**src/rtl/illness_pkg.sv**
```systemverilog
// rtl/illness_pkg.sv - shared state encodings and action masks for the illness episode tracker
package illness_pkg;

  // Episode phases; the numeric values are exported on the state port.
  typedef enum logic [1:0] {
    ST_HEALTHY = 2'd0,
    ST_SICK    = 2'd1,
    ST_CONV    = 2'd2,
    ST_IMMUNE  = 2'd3
  } ill_state_t;

  localparam logic [7:0] MASK_SICK = 8'h0F;
  localparam logic [7:0] MASK_CONV = 8'h3F;
  localparam logic [7:0] MASK_FREE = 8'hFF;

  function automatic logic [7:0] mask_for(input ill_state_t s);
    case (s)
      ST_SICK: mask_for = MASK_SICK;
      ST_CONV: mask_for = MASK_CONV;
      default: mask_for = MASK_FREE;
    endcase
  endfunction

endpackage

```
**src/rtl/phase_counter.sv**
```systemverilog
// rtl/phase_counter.sv - tick-driven phase counter saturating at a programmable limit
// Ports:
//   clk, rst  : clock, synchronous active-high reset
//   clear     : restart the count; a tick in the same cycle is counted from zero
//   tick      : time-base pulse
//   limit     : saturation value
//   done      : count has reached limit
module phase_counter (
  input  logic       clk,
  input  logic       rst,
  input  logic       clear,
  input  logic       tick,
  input  logic [7:0] limit,
  output logic       done
);

  logic [7:0] count;

  always_ff @(posedge clk) begin
    if (rst) begin
      count <= 8'd0;
    end else if (clear) begin
      count <= {7'd0, tick};
    end else if (tick && (count < limit)) begin
      count <= count + 8'd1;
    end
  end

  assign done = (count >= limit);

endmodule

```
**src/rtl/illness_episode_tracker.sv**
```systemverilog
// rtl/illness_episode_tracker.sv - illness episode FSM with medicine request and episode log
// Parameters: MED_THRESH, CONV_TICKS, IMMUNE_TICKS (ticks)
// Ports:
//   clk, rst       : clock, synchronous active-high reset
//   ill, tick      : illness flag, time-base pulse
//   med_ack        : medicine acknowledge
//   med_req        : medicine request (once per episode)
//   state          : 0 HEALTHY, 1 SICK, 2 CONVALESCENT, 3 IMMUNE
//   rest_demand    : state is SICK
//   action_mask    : allowed actions for the current state
//   episode_count  : saturating episode count (log build only, else 0)
//   max_duration   : longest SICK duration in ticks (log build only, else 0)
// Build option: define ILLNESS_EPISODE_LOG_EN to implement episode_count/max_duration.
module illness_episode_tracker
  import illness_pkg::*;
#(
  parameter int MED_THRESH   = 16,
  parameter int CONV_TICKS   = 8,
  parameter int IMMUNE_TICKS = 16
) (
  input  logic       clk,
  input  logic       rst,
  input  logic       ill,
  input  logic       tick,
  input  logic       med_ack,
  output logic       med_req,
  output logic [1:0] state,
  output logic       rest_demand,
  output logic [7:0] action_mask,
  output logic [3:0] episode_count,
  output logic [7:0] max_duration
);

  localparam logic [7:0] MED_LIM  = 8'(MED_THRESH);
  localparam logic [7:0] CONV_LIM = 8'(CONV_TICKS);
  localparam logic [7:0] IMM_LIM  = 8'(IMMUNE_TICKS);

  ill_state_t state_q;
  ill_state_t state_d;
  logic       new_episode;
  logic       ph_done;
  logic       ph_clear;
  logic       ph_tick;
  logic [7:0] ph_limit;
  logic [7:0] duration;
  logic       med_done;

  // A state change always wins over the tick of the state being left.
  always_comb begin
    state_d     = state_q;
    new_episode = 1'b0;
    case (state_q)
      ST_HEALTHY: begin
        if (ill) begin
          state_d     = ST_SICK;
          new_episode = 1'b1;
        end
      end
      ST_SICK: begin
        if (!ill) state_d = ST_CONV;
      end
      ST_CONV: begin
        if (ill)          state_d = ST_SICK;
        else if (ph_done) state_d = ST_IMMUNE;
      end
      ST_IMMUNE: begin
        if (ill) begin
          state_d     = ST_SICK;
          new_episode = 1'b1;
        end else if (ph_done) begin
          state_d = ST_HEALTHY;
        end
      end
      default: state_d = ST_HEALTHY;
    endcase
  end

  // Any state change restarts the phase count; a coincident tick lands in
  // the new state's count only if that state is a timed one.
  assign ph_clear = (state_d != state_q);
  assign ph_tick  = tick && ((state_d == ST_CONV) || (state_d == ST_IMMUNE));
  assign ph_limit = (state_q == ST_IMMUNE) ? IMM_LIM : CONV_LIM;

  phase_counter u_phase (
    .clk   (clk),
    .rst   (rst),
    .clear (ph_clear),
    .tick  (ph_tick),
    .limit (ph_limit),
    .done  (ph_done)
  );

  always_ff @(posedge clk) begin
    if (rst) begin
      state_q <= ST_HEALTHY;
    end else begin
      state_q <= state_d;
    end
  end

  // Duration restarts only for a new episode; a relapse keeps counting.
  always_ff @(posedge clk) begin
    if (rst) begin
      duration <= 8'd0;
    end else if (new_episode) begin
      duration <= {7'd0, tick};
    end else if ((state_d == ST_SICK) && tick && (duration != 8'hFF)) begin
      duration <= duration + 8'd1;
    end
  end

  // med_done remembers that this episode already asked, so a relapse
  // past the threshold does not ask again.
  always_ff @(posedge clk) begin
    if (rst) begin
      med_req  <= 1'b0;
      med_done <= 1'b0;
    end else begin
      if (med_req && med_ack) med_req <= 1'b0;
      if ((state_q == ST_SICK) && (duration == MED_LIM) && !med_done) begin
        med_req  <= 1'b1;
        med_done <= 1'b1;
      end else if (new_episode) begin
        med_done <= 1'b0;
      end
    end
  end

`ifdef ILLNESS_EPISODE_LOG_EN
  logic sick_exit;
  assign sick_exit = (state_q == ST_SICK) && (state_d == ST_CONV);

  always_ff @(posedge clk) begin
    if (rst) begin
      episode_count <= 4'd0;
      max_duration  <= 8'd0;
    end else begin
      if (new_episode && (episode_count != 4'hF)) episode_count <= episode_count + 4'd1;
      if (sick_exit && (duration > max_duration)) max_duration <= duration;
    end
  end
`else
  assign episode_count = 4'd0;
  assign max_duration  = 8'd0;
`endif

  assign state       = state_q;
  assign rest_demand = (state_q == ST_SICK);
  assign action_mask = mask_for(state_q);

endmodule

```
**config.mk**
```make
export PLATFORM = sky130hd
export DESIGN_NAME = illness_episode_tracker
export DESIGN_NICKNAME = d
export VERILOG_FILES = /design/src/rtl/illness_pkg.sv /design/src/rtl/phase_counter.sv /design/src/rtl/illness_episode_tracker.sv
export SDC_FILE = /design/constraint.sdc
export NUM_CORES = 1
export LEC_CHECK = 0
export BUFFER_PORTS_ARGS = -buffer_cell sky130_fd_sc_hd__buf_2
export CAP_MARGIN = 15
export CORE_MARGIN = 1.5
export CORE_UTILIZATION = 30
export CTS_BUF_LIST = sky130_fd_sc_hd__clkbuf_16
export DETAILED_ROUTE_END_ITERATION = 12
export GPL_TIMING_DRIVEN = 0
export RECOVER_POWER = 100
export SETUP_SLACK_MARGIN = 0.15
export SYNTH_ARGS = -nofsm -noshare
export SYNTH_HDL_FRONTEND = slang
export SYNTH_SLANG_ARGS = --single-unit
```
**constraint.sdc**
```tcl
create_clock -name clk -period 3.6 [get_ports clk]
set_input_delay 0.18 -clock clk [delete_from_list [all_inputs] [get_ports clk]]
set_output_delay 0.18 -clock clk [all_outputs]
set_load 0.1 [all_outputs]
```
==> flow_summary_export.csv, run 1 <==
group,metric,value,unit
pwr,peakVddDrop,0.152,mV
floorplan,design.portCount,29,
floorplan,start_util,31.1,%
routing,top_layer_used,"met4",
global_routing,grt_pass1_vias,1003,
synth,yosys_warnings,0,
global_routing,grt_overflow,0,
sta,final.setup_skew,4.49,ps
sta,tightest_slew,1160,ps
sta,rsz0062_at_grt,"no",
cells_and_area,layout_commonest_cell,"nor2_1",
cts,cts_setup_buffers,0,
cts,ctsResizeCount,0,
routing,wl_per_cell,9.87,um
outcome,status,"finished, final reports clean",
routing,met2WireLength,1270,um
global_routing,grt_pass1_wl,4460,um
pwr,p_leak,0.000687,uW
cts,postCtsHoldBufs,0,
cts,cts_max_level,1,
sta,holdWs,111,ps
setup_path,start_kind,"flop",
sta,final.setup.tns,0,ps
routing,met3WireLength,89,um
global_routing,grt_usage,10.4,%
cts,clock_sink_count,20,
synth,synthFlopType,"dfxtp_1",
setup_path,critical_path.cell_chain,"ha_1 -> inv_1 -> ha_1 -> or4_4 -> or4_4 -> a22o_4 -> a2111oi_1 -> xnor2_1 -> nor2_1",
synth,synth_edf_count,0,
floorplan,dieArea,5330,um^2
synth,seq_area_frac_synth,27.2,%
place,gp_congestion,0.803,
sta,slew_headroom,22.8,%
place,hpwl,2080,um
cells_and_area,final_area,1730,um^2
synth,synthCells,174,
setup_path,crit_type,"flop to flop",
routing,drt_iter0_markers,53,
routing,wl,2680,um
floorplan,fp.coreArea,4720,um^2
global_routing,grt_max_degree,12,
cts,cts_tree,"yes",
cells_and_area,antenna_cells,0,
setup_path,critPathMaxFanout,11,
place,io_buffers,12,
setup_path,critical_path.max_stage_delay,570,ps
floorplan,rows,25,
routing,drtPass1Iterations,4,
sta,hold_violations,0,
synth,netlist_area,1470,um^2
routing,viasPerCell,4.44,
floorplan,die_h,73.0,um
job,drv_cap,0,
global_routing,antenna_found_initial,0,
cells_and_area,drive_gt1_share,16.7,%
cells_and_area,nets,221,
pwr,power.total,671,uW
sta,finalCritPeriodShare,90.5,%
cells_and_area,final_cell_mix,"nor2_1 (21), dfxtp_1 (19), buf_4 (18)",
cts,ctsRootBufferMaster,"clkbuf_16",
sta,fin_crit,3260,ps
cts,path_clk_slew,60,ps
setup_path,cp.required,3740,ps
place,placed_area,1670,um^2
cells_and_area,area_delta_synth_final,17.8,%
routing,drcViolationCount,0,
pwr,power_density,388,nW/um^2
worst_hold_path,hold_class,"input port to flop",
setup_path,critPathSlowestCell,"or4_4",
routing,ant_nets,0,
synth,syn_area_per_cell,8.45,um^2
synth,async_flop_share,0,%
floorplan,die_width,73.0,um
routing,num_vias,1202,
sta,maxSlewViolCount,0,
synth,synth_seq_cells,20,
cts,cts_made_buffers,3,
synth,synth_cell_type_count,43,
cells_and_area,fin_util,36.7,%
cts,clk_latency,250,ps
sta,setup_viol,0,
setup_path,end_kind,"flop",
routing,met1_length,1270,um
sta,timing.fmax,0.307,GHz
cts,cts.path.max_buffers,2,
setup_path,arrival,3400,ps
-- cell usage after synthesis, types with 3 or more instances --
master	n	area share, %
a21oi_1	6	2.0
and2_1	3	1.3
buf_4	18	9.2
dfxtp_1	20	27
ha_1	11	9.4
inv_1	15	3.8
nand2_1	12	3.1
nand2b_1	3	1.3
nand3_1	6	2.0
nand4_1	5	2.1
nor2_1	21	5.4
o21ai_0	5	1.7
xnor2_1	5	3.0
-- per-layer routing --
layer  vias to the layer above  GRT usage, %
li1                        632             -
met1                       543          13.1
met2                        23          17.3
met3                         4          1.66
met4                         0          4.82
met5                         -             0
-- path summary, 6_finish.rpt --
path                                       start               end  slack, ps  cells after the start
worst max-delay path                    state[1]       duration[4]        340                      9
worst min-delay path                         rst          state[0]        110                      2
worst max register to register          state[1]       duration[4]        340                      9
worst min register to register  u_phase.count[6]  u_phase.count[6]        430                      2
-- registers in the layout, summed over array words and instances (netlist names) --
register	count
med_req	1
u_phase.count	8
state	2
med_done	1
duration	8
-- logic make-up (layout without fill, tap and decap cells) --
family | after synthesis | count (layout) | synth area share (%)
mux | 2 | 2 | 1.36
simple gates | 65 | 65 | 22.9
xor+xnor | 7 | 7 | 4.17
other cells | 2 | 16 | 0.511
fa+ha+maj | 11 | 11 | 9.36
buf+inv | 35 | 51 | 13.5
compound gates | 32 | 32 | 20.9
flops | 20 | 20 | 27.2
-- where the power goes --
part	internal [uW]	switching [uW]
sequential	225	5.21
combinational	39.7	167
clock	148	86.9
total	413	259
-- through the flow --
step,worst slack [ps],instances
after floorplan,271,188
after global placement,469,267
after detailed placement,485,267
after CTS,480,271
after global routing,183,271
final,342,271
-- final cells by class --
class / instances / area [um^2]
flip-flops and latches: 20 / 402
clock inverters: 1 / 3.75
plain buffers: 20 / 143
clock buffers: 3 / 75.1
fillers: 506 / 2990
repair buffers: 12 / 50.0
inverters: 15 / 56.3
well taps: 67 / 83.8
multi-input cells: 133 / 918
-- worst max-delay path: cells and delay by family (launching register included) --
family | cells | cell delay, ps
fa+ha+maj | 2 | 470
buf+inv | 1 | 100
xor+xnor | 1 | 170
compound gates | 2 | 790
simple gates | 3 | 1070
flops | 1 | 530
(Power assumes the default switching activity.)
==> run 2: changes to the inputs <==
--- a/config.mk
+++ b/config.mk
@@ -7,7 +7,7 @@
 export LEC_CHECK = 0
 export BUFFER_PORTS_ARGS = -buffer_cell sky130_fd_sc_hd__buf_2
 export CAP_MARGIN = 15
-export CORE_MARGIN = 1.5
+export CORE_MARGIN = 2
 export CORE_UTILIZATION = 30
 export CTS_BUF_LIST = sky130_fd_sc_hd__clkbuf_16
 export DETAILED_ROUTE_END_ITERATION = 12
==> flow_summary_export.csv, run 2 (synthesis gave the netlist of run 1 again) <==
group,metric,value,unit
routing,ant_nets,0,
floorplan,design.portCount,29,
worst_hold_path,hold_class,"input port to flop",
pwr,power_density,382,nW/um^2
setup_path,cp.required,3740,ps
cts,cts_tree,"yes",
sta,setup_viol,0,
setup_path,critPathMaxFanout,11,
global_routing,grt_use_met2,19.3,%
cells_and_area,drive_gt1_share,17.2,%
cts,postCtsHoldBufs,0,
setup_path,crit_type,"flop to flop",
sta,fin_crit,3240,ps
setup_path,end_kind,"flop",
floorplan,die_width,74.0,um
global_routing,grt_pass1_wl,4860,um
floorplan,dieArea,5480,um^2
sta,slew_headroom,23.0,%
sta,timing.fmax,0.309,GHz
sta,maxSlewViolCount,0,
cells_and_area,area_delta_synth_final,17.9,%
floorplan,fp.coreArea,4720,um^2
place,hpwl,2130,um
routing,wl_per_cell,10.4,um
sta,tightest_slew,1160,ps
cts,cts.path.max_buffers,2,
outcome,status,"finished, final reports clean",
global_routing,gr-usage-met3,1.22,%
global_routing,grt_overflow,0,
routing,viasPerCell,4.54,
cts,path_clk_slew,50,ps
global_routing,grt_pass1_vias,1106,
setup_path,arrival,3380,ps
cells_and_area,final_cell_mix,"nor2_1 (21), dfxtp_1 (19), buf_4 (18)",
cts,clock_sink_count,20,
sta,final.setup.tns,0,ps
floorplan,rows,25,
cts,ctsResizeCount,0,
job,drv_cap,0,
global_routing,antenna_found_initial,0,
routing,drtPass1Iterations,4,
setup_path,start_kind,"flop",
global_routing,grt_usage,11.0,%
cts,cts_made_buffers,3,
sta,finalCritPeriodShare,90.0,%
sta,hold_violations,0,
global_routing,use_met1,13.8,%
place,io_buffers,12,
global_routing,grt_max_degree,12,
pwr,p_leak,0.000687,uW
routing,num_vias,1225,
place,gp_congestion,0.792,
floorplan,start_util,31.1,%
sta,rsz0062_at_grt,"no",
cts,cts_max_level,1,
cts,ctsRootBufferMaster,"clkbuf_16",
cells_and_area,nets,221,
routing,drt_iter0_markers,34,
floorplan,die_h,74.0,um
cells_and_area,antenna_cells,0,
routing,drcViolationCount,0,
cts,clk_latency,250,ps
global_routing,busiest_layer,"met2",
cells_and_area,fin_util,36.7,%
routing,wl,2800,um
pwr,peakVddDrop,0.131,mV
cells_and_area,layout_commonest_cell,"nor2_1",
sta,final.setup_skew,3.45,ps
cts,cts_setup_buffers,0,
run 2: cell types whose count changed in the layout (fill, tap and decap cells not counted), sizes merged:
cell,previous run,this run
clkinv,1,0
run 2: area by class of cell:
| cell class | count | area, um^2 |
|---|---|---|
| Multi-Input combinational cell | 133 | 923 |
| Buffer | 20 | 143 |
| Tap cell | 67 | 83.8 |
| Fill cell | 511 | 2990 |
| Inverter | 15 | 56.3 |
| Timing Repair Buffer | 12 | 50.0 |
| Sequential cell | 20 | 402 |
| Clock buffer | 3 | 75.1 |
run 2: path summary, 6_finish.rpt:
kind / cells past startpoint / slack (ps) / start / endpoint
setup / recovery: 9 / 360 / state[1] / duration[5]
hold / removal: 2 / 130 / rst / state[0]
setup reg to reg: 9 / 360 / state[1] / duration[5]
hold reg to reg: 2 / 430 / u_phase.count[7] / u_phase.count[7]
run 2: worst max-delay path, stage by stage (launching register included):
cell and delay [ps]:
dfxtp_1 520, ha_1 300, inv_1 100, ha_1 180, or4_4 450, or4_4 570
a22o_4 290, a2111oi_4 430, a21oi_1 120, a31o_1 190
run 2: metal layers:
| metal | part of all wire [%] | wire, um | up-vias |
|---|---|---|---|
| li1 | - | - | 630 |
| met1 | 47 | 1310 | 567 |
| met2 | 48 | 1350 | 26 |
| met3 | 3.6 | 100 | 2 |
| met4 | 1.2 | 34 | 0 |
| met5 | 0 | 0 | - |
run 2: power breakdown:
group          total [uW]  internal [uW]  switching (uW)
registers             230            225            5.12
clock network         224            146            77.5
logic                 208           39.9             169
run 2: stage by stage:
stage	cells	hold slack (ps)	power (uW)	worst slack [ps]	instance area [um^2]
after floorplan	188	242	422	271	1530
after global placement	267	382	443	482	1670
after detailed placement	267	385	444	484	1670
after CTS	270	117	674	476	1740
after global routing	270	128	694	170	1730
final	270	126	662	361	1730
